<file path="config.mk">
export PLATFORM = sky130hd
export DESIGN_NAME = booth_mul_arbiter
export DESIGN_NICKNAME = d
export VERILOG_FILES = /design/src/rtl/booth_mul_arbiter.sv
export SDC_FILE = /design/constraint.sdc
export NUM_CORES = 1
export LEC_CHECK = 0
export ABC_AREA = 1
export CORE_UTILIZATION = 46
export CTS_CLUSTER_DIAMETER = 60
export DETAILED_ROUTE_END_ITERATION = 10
export PLACE_DENSITY_LB_ADDON = 0.1
export SLEW_MARGIN = 30
export SYNTH_ARGS = -nofsm -noshare
export SYNTH_HDL_FRONTEND = slang
export SYNTH_SLANG_ARGS = --single-unit
</file>
<file path="constraint.sdc">
create_clock -name clk -period 3.5 [get_ports clk]
set_clock_uncertainty 0.2 [all_clocks]
set_input_delay 0.7 -clock clk [delete_from_list [all_inputs] [get_ports clk]]
set_output_delay 0.7 -clock clk [all_outputs]
set_load 0.005 [all_outputs]
</file>
<file path="src/rtl/booth_mul_arbiter.sv">
// booth_mul_arbiter: round-robin share of one signed multiplier between two valid/ready requesters
module booth_mul_arbiter #(
    parameter int WIDTH   = 3,
    parameter int PWIDTH  = 6,
    parameter int TIMEOUT = 15
) (
    input  logic              clk,
    input  logic              rst,
    input  logic              req0_valid,
    output logic              req0_ready,
    input  logic [WIDTH-1:0]  req0_a,
    input  logic [WIDTH-1:0]  req0_b,
    input  logic              req1_valid,
    output logic              req1_ready,
    input  logic [WIDTH-1:0]  req1_a,
    input  logic [WIDTH-1:0]  req1_b,
    output logic              mul_start,
    output logic [WIDTH-1:0]  mul_a,
    output logic [WIDTH-1:0]  mul_b,
    input  logic              mul_done,
    input  logic [PWIDTH-1:0] mul_product,
    output logic              rsp0_valid,
    input  logic              rsp0_ready,
    output logic              rsp1_valid,
    input  logic              rsp1_ready,
    output logic [PWIDTH-1:0] rsp_product,
    output logic              rsp_err,
    output logic              busy
);
    localparam int TW = $clog2(TIMEOUT + 1);
    typedef enum logic [1:0] {IDLE, LAUNCH, WAIT, RESP} state_t;
    state_t            state_q, state_d;
    logic              grant_q, grant_d;
    logic              last_grant_q, last_grant_d;
    logic [WIDTH-1:0]  mul_a_q, mul_a_d, mul_b_q, mul_b_d;
    logic [PWIDTH-1:0] prod_q, prod_d;
    logic              err_q, err_d;
    logic [TW-1:0]     timer_q, timer_d;
    logic              g0, g1, rsp_hs;
    // Readies are gated by reset so every output reads 0 while rst is low.
    always_comb begin
        g0 = rst && state_q == IDLE && req0_valid && (!req1_valid || last_grant_q);
        g1 = rst && state_q == IDLE && req1_valid && !g0;
        rsp_hs = state_q == RESP && (grant_q ? rsp1_ready : rsp0_ready);
        state_d = state_q;
        grant_d = grant_q;
        last_grant_d = last_grant_q;
        mul_a_d = mul_a_q;
        mul_b_d = mul_b_q;
        prod_d = prod_q;
        err_d = err_q;
        timer_d = timer_q;
        case (state_q)
            IDLE: if (g0 || g1) begin
                grant_d = g1;
                mul_a_d = g1 ? req1_a : req0_a;
                mul_b_d = g1 ? req1_b : req0_b;
                state_d = LAUNCH;
            end
            LAUNCH: begin
                timer_d = '0;
                state_d = WAIT;
            end
            WAIT: begin
                timer_d = timer_q + TW'(1);
                if (mul_done) begin
                    prod_d = mul_product;
                    err_d = 1'b0;
                    state_d = RESP;
                end else if (timer_q == TW'(TIMEOUT - 1)) begin
                    prod_d = '0;
                    err_d = 1'b1;
                    state_d = RESP;
                end
            end
            RESP: if (rsp_hs) begin
                last_grant_d = grant_q;
                state_d = IDLE;
            end
            default: state_d = IDLE;
        endcase
    end
    always_ff @(posedge clk) begin
        if (!rst) begin
            state_q <= IDLE;
            grant_q <= 1'b0;
            last_grant_q <= 1'b1;
            mul_a_q <= '0;
            mul_b_q <= '0;
            prod_q <= '0;
            err_q <= 1'b0;
            timer_q <= '0;
        end else begin
            state_q <= state_d;
            grant_q <= grant_d;
            last_grant_q <= last_grant_d;
            mul_a_q <= mul_a_d;
            mul_b_q <= mul_b_d;
            prod_q <= prod_d;
            err_q <= err_d;
            timer_q <= timer_d;
        end
    end
    assign req0_ready  = g0;
    assign req1_ready  = g1;
    assign mul_start   = state_q == LAUNCH;
    assign mul_a       = mul_a_q;
    assign mul_b       = mul_b_q;
    assign rsp0_valid  = state_q == RESP && !grant_q;
    assign rsp1_valid  = state_q == RESP && grant_q;
    assign rsp_product = prod_q;
    assign rsp_err     = err_q;
    assign busy        = state_q != IDLE;
endmodule

</file>
==> qor.yml <==
logic_synthesis:
  synthArstFlopShare: 0
  synth_warnings: 0
  synth_ff_type: "dfxtp_1"
  yosysTopAreaCell: "dfxtp_1"
  ys_ff_latch: 21
  netlist.area_leader.share: 0.383
  syn-cell-area_um2: 1100
  synth_cells: 147
  ys_top_cells_by_area: "dfxtp_1 38%, nand2_1 10%, ha_1 8.0%"
  yosysSeqAreaShare: 0.383
  yosysMostFrequentCell: "nand2_1"
  synth-edff-count: 0
  synth.avg_cell_area_um2: 7.47
  ys_top_cells_by_count: "30 x nand2_1, 22 x inv_1, 21 x dfxtp_1"
  synth.distinct_cells: 24
  syn_nets: 179
outcome:
  run_status: "complete, no violations"
cells_and_area:
  syn_to_final_growth_pct: 42.5
  num-nets-final: 224
  n_antenna_cell: 0
  drive_gt1_frac: 0.115
critical_path:
  critPathKind: "primary input to output port"
  r2r_start: "state_q[0]$_SDFFE_PN0P_"
  rrSetupSlack_ns: 1.77
  reg2reg_depth: 8
  worstPathMaxFanout: 13
  cp_data_arrival_time_ns: 2.18
  cp-end-kind: "output port"
  crit_path_start_kind: "primary input"
  cp.required_ns: 2.60
  timing.rr.end: "mul_a[2]$_SDFFE_PN0P_"
place:
  hpwl_mm: 1.83
  port_buffers: 43
  gp_congestion: 0.794
sta:
  rsz0062_at_grt: "no"
  max_freq_ghz: 0.324
  drv_slew: 0
  timing.slew.headroom: 0.809
  whs_ns: 0.271
  finalCritPeriodShare: 0.881
  fin_tns_setup_ns: 0
  finalSetupViolCount: 0
  worst_pin_slew_ns: 0.285
  layout_min_cycle_time_ns: 3.08
  hold_viol: 0
routing:
  avgViaCountPerCell: 4.90
  drt-total-wl_mm: 2.32
  detail-route-antenna-nets: 0
  drtIter0Drc: 11
  dr.pass1.iters: 4
  drc: 0
  routedWlPerCell_um: 10.6
  vias: 1074
die:
  die-width_um: 50.9
  dieHeight_um: 50.9
  core_um2: 2230
  io-pin-count: 44
  start_util: 0.492
  rows: 17
  dieArea_um2: 2590
clock_tree:
  cts_made_buffers: 3
  clock_path_buffers: 2
  cts_hold_buf: 0
  root_buffer: "clkbuf_4"
  cts_setup_buffers: 0
  cts.sinks: 21
  clk_latency_ns: 0.30
  tritoncts: "built"
  post_cts_resized: 0
  path_clk_slew_ns: 0.11
  cts_max_level: 1
hold_path:
  hold_path.class: "flop to flop"
  whs_path_depth: 2
  whs_endpoint: "rsp_product[2]$_SDFFE_PN0P_"
  min_from: "rsp_product[2]$_SDFFE_PN0P_"
global_routing:
  grt_pass1_vias: 975
  grt-ovfl-total: 0
  antenna_found_initial: 0
  grt_max_degree: 14
  grt_usage: 0.203
  grt_pass1_wl_mm: 3.96
power_and_ir_drop:
  power.total_uw: 855
  leakagePower_uw: 0.000689
  power_density_nw_per_um2: 547
  ir_drop_mv: 0.367
job:
  cap_violations: 0
metrics by stage:
step,utilization,setup WS (ns),cells,instance area (µm²)
final,0.701,0.416,219,1570
after global routing,0.701,0.334,219,1570
after CTS,0.701,0.414,219,1570
after detailed placement,0.689,0.423,215,1540
after global placement,0.689,0.433,215,1540
after floorplan,-,1.47,147,1100
worst max-delay path, stage by stage:
cell and delay, ns:
clkdlybuf4s50_1 0.52, nand3_2 0.13, inv_2 0.08, nand2_2 0.17, inv_1 0.09, clkdlybuf4s50_1 0.49
metal layers:
metal / wire, µm / GRT usage / vias up
li1: - / - / 558
met1: 986 / 0.230 / 485
met2: 1190 / 0.367 / 31
met3: 144 / 0.0774 / 0
met4: 0 / 0.0278 / 0
met5: 0 / 0 / -
cell type report:
class	count	area, µm²
Timing Repair Buffer	44	438
Clock buffer	4	26.3
Fill cell	203	668
Sequential cell	21	420
Tap cell	28	35.0
Inverter	24	90.1
Multi-Input combinational cell	98	556
how the worst max path moves through the flow:
stage,start,to,slack [ns],cells after the start
6_report,rst,req1_ready,0.42,6
5_1_grt,rst,req1_ready,0.33,6
4_1_cts,rst,req1_ready,0.41,6
3_5_place_dp,rst,req1_ready,0.42,6
3_3_place_gp,rst,req1_ready,0.43,6
2_1_floorplan,req1_valid,req1_ready,1.47,5
kinds of logic (layout without fill, tap and decap cells):
group | count (synthesis) | count (layout) | synth area share
adders and majority gates | 7 | 7 | 0.0797
AOI/OAI and AO/OA | 35 | 35 | 0.195
buffers and inverters | 28 | 72 | 0.112
and+or+nand+nor | 56 | 56 | 0.231
DFF | 21 | 21 | 0.383
layout by cell type, fill, tap and decap left out, drive strengths merged:
cell type / count
clkdlybuf4s50: 43
nand2: 36
inv: 23
dfxtp: 21
a21oi: 19
o21ai: 14
ha: 7
nor2: 7
nand3: 7
clkbuf: 4
nor3: 3
and3: 2
clkinv: 1
nand3b: 1
a211oi: 1
o211ai: 1
buf: 1
report_power, final:
| group | switching, µW | internal [µW] | total, µW |
|---|---|---|---|
| combinational | 217 | 203 | 421 |
| clock | 72.1 | 44.4 | 117 |
| sequential | 32.6 | 286 | 318 |
state kept, by name, indices dropped and copies added, names as in the netlist:
signal        cells
grant_q           1
last_grant_q      1
mul_a             3
mul_b             3
rsp_err           1
rsp_product       6
state_q           2
timer_q           4
(Power assumes the default switching activity.)
